===== src/rtl/vec_mem_seq.sv =====
// Vector load/store sequencer: gathers/scatters LANES memory words to/from one vector register.
// Define VEC_MEM_STRIDE_EN to step addresses by the stride latched at start (default: unit stride).
module vec_mem_seq #(
  parameter int unsigned LANES  = 8,
  parameter int unsigned ELEM_W = 32,
  parameter int unsigned ADDR_W = 32
) (
  input  logic                    clk,
  input  logic                    reset,
  input  logic                    start,
  input  logic                    is_store,
  input  logic [4:0]              vreg,
  input  logic [ADDR_W-1:0]       base_addr,
  input  logic [ADDR_W-1:0]       stride,
  output logic                    busy,
  output logic                    done,
  output logic [4:0]              v_rs1,
  input  logic [LANES*ELEM_W-1:0] v_read_data,
  output logic [4:0]              v_rd,
  output logic [LANES*ELEM_W-1:0] v_writedata,
  output logic                    v_regwrite,
  output logic                    mem_req,
  output logic                    mem_we,
  output logic [ADDR_W-1:0]       mem_addr,
  output logic [ELEM_W-1:0]       mem_wdata,
  input  logic                    mem_ready,
  input  logic                    mem_rvalid,
  input  logic [ELEM_W-1:0]       mem_rdata
);

  localparam int unsigned IDX_W = (LANES > 1) ? $clog2(LANES) : 1;
  localparam logic [IDX_W-1:0] LAST_IDX = IDX_W'(LANES - 1);

  typedef enum logic [2:0] {
    S_IDLE, S_LD_REQ, S_LD_WAIT, S_LD_WB, S_ST_RD0, S_ST_RD1, S_ST_REQ, S_DONE
  } state_t;

  state_t                         state_q, state_d;
  logic [IDX_W-1:0]               idx_q;
  logic [ADDR_W-1:0]              addr_q;
  logic [4:0]                     vreg_q;
  logic [LANES-1:0][ELEM_W-1:0]   vbuf_q;
  logic [ADDR_W-1:0]              step;

`ifdef VEC_MEM_STRIDE_EN
  logic [ADDR_W-1:0] step_q;

  always_ff @(posedge clk) begin
    if (reset) begin
      step_q <= '0;
    end else if (state_q == S_IDLE && start) begin
      step_q <= stride;
    end
  end

  assign step = step_q;
`else
  logic unused_stride;

  assign unused_stride = ^stride;
  assign step          = ADDR_W'(ELEM_W / 8);
`endif

  // State register
  always_ff @(posedge clk) begin
    if (reset) begin
      state_q <= S_IDLE;
    end else begin
      state_q <= state_d;
    end
  end

  // Next-state logic
  always_comb begin
    state_d = state_q;
    unique case (state_q)
      S_IDLE:    if (start) state_d = is_store ? S_ST_RD0 : S_LD_REQ;
      S_LD_REQ:  if (mem_ready) state_d = S_LD_WAIT;
      S_LD_WAIT: if (mem_rvalid) state_d = (idx_q == LAST_IDX) ? S_LD_WB : S_LD_REQ;
      S_LD_WB:   state_d = S_DONE;
      S_ST_RD0:  state_d = S_ST_RD1;
      S_ST_RD1:  state_d = S_ST_REQ;
      S_ST_REQ:  if (mem_ready && idx_q == LAST_IDX) state_d = S_DONE;
      S_DONE:    state_d = S_IDLE;
      default:   state_d = S_IDLE;
    endcase
  end

  // Lane index, address, register index and vector buffer
  always_ff @(posedge clk) begin
    if (reset) begin
      idx_q  <= '0;
      addr_q <= '0;
      vreg_q <= '0;
      vbuf_q <= '0;
    end else begin
      unique case (state_q)
        S_IDLE: begin
          if (start) begin
            vreg_q <= vreg;
            addr_q <= base_addr;
            idx_q  <= '0;
          end
        end
        S_LD_WAIT: begin
          if (mem_rvalid) begin
            vbuf_q[idx_q] <= mem_rdata;
            if (idx_q != LAST_IDX) begin
              idx_q  <= idx_q + IDX_W'(1);
              addr_q <= addr_q + step;
            end
          end
        end
        S_ST_RD1: vbuf_q <= v_read_data;
        S_ST_REQ: begin
          if (mem_ready && idx_q != LAST_IDX) begin
            idx_q  <= idx_q + IDX_W'(1);
            addr_q <= addr_q + step;
          end
        end
        default: ;
      endcase
    end
  end

  // Moore output decode; everything is zero outside the state that drives it
  always_comb begin
    busy        = (state_q != S_IDLE);
    done        = 1'b0;
    mem_req     = 1'b0;
    mem_we      = 1'b0;
    mem_addr    = '0;
    mem_wdata   = '0;
    v_rs1       = '0;
    v_rd        = '0;
    v_writedata = '0;
    v_regwrite  = 1'b0;
    unique case (state_q)
      S_LD_REQ: begin
        mem_req  = 1'b1;
        mem_addr = addr_q;
      end
      S_LD_WB: begin
        v_regwrite  = 1'b1;
        v_rd        = vreg_q;
        v_writedata = vbuf_q;
      end
      S_ST_RD0, S_ST_RD1: v_rs1 = vreg_q;
      S_ST_REQ: begin
        mem_req   = 1'b1;
        mem_we    = 1'b1;
        mem_addr  = addr_q;
        mem_wdata = vbuf_q[idx_q];
      end
      S_DONE:  done = 1'b1;
      default: ;
    endcase
  end

endmodule


===== config.mk =====
export PLATFORM = sky130hd
export DESIGN_NAME = vec_mem_seq
export DESIGN_NICKNAME = d
export VERILOG_FILES = /design/src/rtl/vec_mem_seq.sv
export SDC_FILE = /design/constraint.sdc
export NUM_CORES = 1
export LEC_CHECK = 0
export ABC_AREA = 0
export CORE_AREA = 2 2 270 272
export DETAILED_ROUTE_END_ITERATION = 16
export DIE_AREA = 0 0 272 274
export GPL_TIMING_DRIVEN = 0
export HOLD_SLACK_MARGIN = 0.1
export MAX_ROUTING_LAYER = met4
export PLACE_DENSITY = 0.49
export SLEW_MARGIN = 10
export SYNTH_ARGS = -nofsm -noshare
export SYNTH_HDL_FRONTEND = slang
export SYNTH_SLANG_ARGS = --single-unit

===== constraint.sdc =====
create_clock -name clk -period 2.2 [get_ports clk]
set_clock_uncertainty 0.05 [all_clocks]
set_input_delay 0.44 -clock clk [delete_from_list [all_inputs] [get_ports clk]]
set_output_delay 0.44 -clock clk [all_outputs]
set_load 0.01 [all_outputs]

==> parameters.txt <==
Parameter                              Value

Power
  Fraction of power consumed by the clock network    30.5%
  Leakage power summed over all cells    11.9 nW
  Net switching power of the design    9.22 mW
  Proportion of total power due to net switching    39.1%
  Power density of the placed cells    743 mW/mm²
  Max VDD drop    690 µV
  Internal portion of total power    14.4 mW
  Combinational power share    35.4%
  Part of the power in registers    34.1%

Floorplan
  Die W    272 µm
  Initial Utilization    24.1%
  Area of the die    0.0745 mm²
  Top-level port count    698
  Vertical extent of the die    274 µm
  Number of rows in the core area    99
  Area of the core    0.0720 mm²

Synthesis
  Post-synthesis compound-gate area fraction    23.9%
  Sequential fraction of the synthesis area    34.5%
  Mapped Avg Cell Area    7.26 µm²
  Dominant combinational cell family by area after synthesis    simple AND/OR/NAND/NOR gates
  Share of synthesized registers carrying an async set or reset    0%
  Post-synthesis mux area share    0.122%
  YS warnings    0
  Post-Syn Nets    2759
  Count of mapped cells out of synthesis    2393
  Adder and majority gate portion of the synthesized area    0.216%
  Seq cells post-synth    299
  Synth unique cells    52
  Number of enable flip-flop cells after synthesis    0
  Main synth FF type    sky130_fd_sc_hd__dfxtp_1
  Simple-gate share of the synthesized area    34.7%
  Post-synthesis instance area    0.0174 mm²
  Xor and xnor area share after synthesis    0%

Global routing
  Initial antenna violation count    13
  All-layer global routing usage    38.6%
  Global-route wire length before repair    197 mm
  Global-route congestion overflow total    0
  Maximum number of pins on one net before global-route repair    12
  Vias in the first global route    24.6k

Worst setup path
  Required time at the endpoint of the critical path    1.71 ns
  Kind of end point of the critical path    output port
  Highest fanout seen on the critical path    5
  Critical path type    flip-flop to output port
  WP data arrival    2.53 ns
  CP delay by family, top    buffers and inverters
  Delay of the slowest cell on the worst path    0.36 ns
  Buffers & Inverters on Critical Path    4
  CP Cell Sequence    buf_8, and3b_2, clkbuf_16, buf_6, a22o_1, a221oi_2, a31oi_2, buf_2
  Cell with the biggest individual delay on the critical path    sky130_fd_sc_hd__dfxtp_4
  Kind of start point of the critical path    flip-flop

Clock network
  Hold_buf cts    0
  Insertion delay to the later sink of the worst-skew pair    0.58 ns
  Number of levels the H-tree was split into    2
  Clock tree from TritonCTS    done
  Bufs on Longest Clock Path    3
  Clock transition at path regs    0.07 ns
  Clock root cell    sky130_fd_sc_hd__clkbuf_16
  Number of sinks driven by the clock tree    299
  TritonCTS Buffers    42

STA
  Max-slew violations    0
  Final worst path period need    3.02 ns
  Final-layout worst hold slack    0.213 ns
  Worst-margin pin slew    1.03 ns
  RSZ-0062 raised after global routing    yes
  Final-report hold violation count    0
  Setup violations, final    399
  PnR worst setup slack    -0.818 ns
  Final Cycle Share    137%
  Maximum operating frequency    331 MHz
  Relative max-transition margin    31.2%

Routing
  Wire per inst    35.1 µm
  Number of vias per cell after detailed routing    5.93
  Iteration-0 DRC Markers    3543
  Initial DRT Pass Iterations    6
  Total wire length    149 mm
  Number of DRC violations after detailed routing    0
  Total number of vias    25.2k
  Count of antenna-violating nets left after detailed routing    0

Cells and area
  # nets final    3617
  Layout cells sized above 1    35.3%
  Area delta synth->final    82.9%
  Core utilization of the finished layout    44.1%
  Final Cell Area    0.0318 mm²
  Sequential standard cell area    0.00602 mm²
  Multi-input logic area    0.0117 mm²
  Fill cell total of the finished layout    7240

Place
  Area after detailed placement    0.0249 mm²
  HPWL after detailed placement    110 mm
  # port buffers    632
  RePlAce Congestion    0.996

Status
  Violations in the final reports    negative setup slack
  Result of the run    complete, but fails checks

Job
  Max-cap check violation count    0

Hold path
  Hold crit path type    primary input to flip-flop
[sequential cells by signal (all words and copies together), names as in the netlist]
register / count
vreg_q: 5
vbuf_q: 256
idx_q: 3
state_q: 3
addr_q: 32
[path summary, 6_finish.rpt]
check                                            start                  endpoint  slack, ns  cells after the start
worst max-delay path             idx_q[2]$_SDFFE_PP0P_             mem_wdata[14]      -0.82                      8
worst min-delay path                     mem_rdata[31]  vbuf_q[159]$_SDFFE_PP0P_       0.21                      3
worst max register to register   idx_q[2]$_SDFFE_PP0P_  vbuf_q[211]$_SDFFE_PP0P_      -0.11                      8
worst min register to register  vreg_q[2]$_SDFFE_PP0P_    vreg_q[2]$_SDFFE_PP0P_       0.43                      2
[layer usage]
layer	track usage, %	routed length (µm)	up-vias
li1	-	-	10400
met1	45.8	56100	12300
met2	60.6	66600	2021
met3	9.81	16600	533
met4	19.3	10000	0
met5	-	0	-
[synth_stat cells, types with 11 or more instances]
cell | count | share of area, %
sky130_fd_sc_hd__nand2_1 | 330 | 7.1
sky130_fd_sc_hd__a22o_1 | 32 | 1.6
sky130_fd_sc_hd__a221oi_1 | 34 | 1.7
sky130_fd_sc_hd__a21oi_1 | 37 | 1.1
sky130_fd_sc_hd__a22oi_1 | 66 | 2.9
sky130_fd_sc_hd__and2_1 | 267 | 9.6
sky130_fd_sc_hd__a311oi_1 | 260 | 13
sky130_fd_sc_hd__buf_1 | 41 | 0.89
sky130_fd_sc_hd__nor3_1 | 17 | 0.49
sky130_fd_sc_hd__dfxtp_1 | 299 | 34
sky130_fd_sc_hd__clkbuf_1 | 247 | 5.3
sky130_fd_sc_hd__nand3_1 | 290 | 8.4
sky130_fd_sc_hd__a31oi_1 | 42 | 1.5
sky130_fd_sc_hd__nand4_1 | 11 | 0.40
sky130_fd_sc_hd__nor2b_1 | 31 | 1.1
sky130_fd_sc_hd__o21ai_0 | 16 | 0.46
sky130_fd_sc_hd__nor2_1 | 285 | 6.2
[metrics by stage]
stage	setup WS [ns]	TNS, ns	power, mW	cells
floorplan	0.00905	0	10.6	2393
global placement	-2.27	-746.74	13.9	3984
detailed placement	-2.28	-723.57	14.0	3985
CTS	-0.743	-240.79	22.3	4171
global route	-0.824	-224.79	24.2	4253
finish	-0.818	-208.48	23.6	4256
[final cells by class]
cell class / count / area share, %
clock inverters: 13 / 0.587
multi-input cells: 1791 / 37.0
plain buffers: 281 / 7.93
well taps: 959 / 3.78
diodes: 15 / 0.118
flip-flops and latches: 299 / 18.9
inverters: 10 / 0.154
clock buffers: 62 / 3.73
repair buffers: 826 / 27.8
[power by group through the flow]
stage               combinational, mW  sequential (mW)  clock [mW]
detailed placement               6.13             7.83           0
global route                     8.73             8.08        7.40
floorplan                        3.34             7.22           0
CTS                              7.32             7.85        7.18
global placement                 6.08             7.84           0
finish                           8.37             8.04        7.20
[worst reg2reg max path, delay by kind of cell (launching register included)]
kind	cells	cell delay, ns
AND/OR/NAND/NOR	3	0.42
buffers and inverters	4	1.07
flip-flops	1	0.37
AO/OA/AOI/OAI	1	0.32
[placed cells by master, fill, tap and decap left out, types with 8 or more instances in the layout]
master,netlist,final
sky130_fd_sc_hd__clkbuf_16,0,89
sky130_fd_sc_hd__clkbuf_2,0,79
sky130_fd_sc_hd__clkbuf_8,0,19
sky130_fd_sc_hd__clkbuf_1,247,73
sky130_fd_sc_hd__nand4_1,11,11
sky130_fd_sc_hd__a21oi_1,37,35
sky130_fd_sc_hd__or3_1,10,8
sky130_fd_sc_hd__nand2_1,330,327
sky130_fd_sc_hd__a22oi_1,66,56
sky130_fd_sc_hd__clkdlybuf4s50_1,0,317
sky130_fd_sc_hd__buf_6,0,328
sky130_fd_sc_hd__buf_12,0,34
sky130_fd_sc_hd__buf_8,0,36
sky130_fd_sc_hd__a31oi_2,0,20
sky130_fd_sc_hd__a31oi_1,42,18
sky130_fd_sc_hd__diode_2,0,15
sky130_fd_sc_hd__a22oi_2,0,10
sky130_fd_sc_hd__buf_2,5,51
sky130_fd_sc_hd__dfxtp_1,299,286
sky130_fd_sc_hd__nor2b_1,31,27
sky130_fd_sc_hd__a221oi_2,0,24
sky130_fd_sc_hd__nor3_1,17,10
sky130_fd_sc_hd__nor2_1,285,282
sky130_fd_sc_hd__a311oi_1,260,260
sky130_fd_sc_hd__o21ai_0,16,15
sky130_fd_sc_hd__buf_1,41,19
sky130_fd_sc_hd__a22o_1,32,28
sky130_fd_sc_hd__clkbuf_4,0,29
sky130_fd_sc_hd__buf_4,0,89
sky130_fd_sc_hd__a221oi_4,0,9
sky130_fd_sc_hd__nand3_1,290,288
sky130_fd_sc_hd__and2_4,0,262
[timing repair]
action | CTS | global route
pin swaps | 52 | 51
cloned | 21 | 15
setup endpoints to repair | 633 | 630
resized for setup | 2010 | 701
setup buffers | 90 | 70
[kinds of logic after synthesis]
kind of cell | after synthesis
multiplexers | 2
AND/OR/NAND/NOR | 1267
adder cells (fa/ha/maj) | 3
AO/OA/AOI/OAI | 519
buffers and inverters | 303
flip-flops | 299
(Power assumes the default switching activity.)
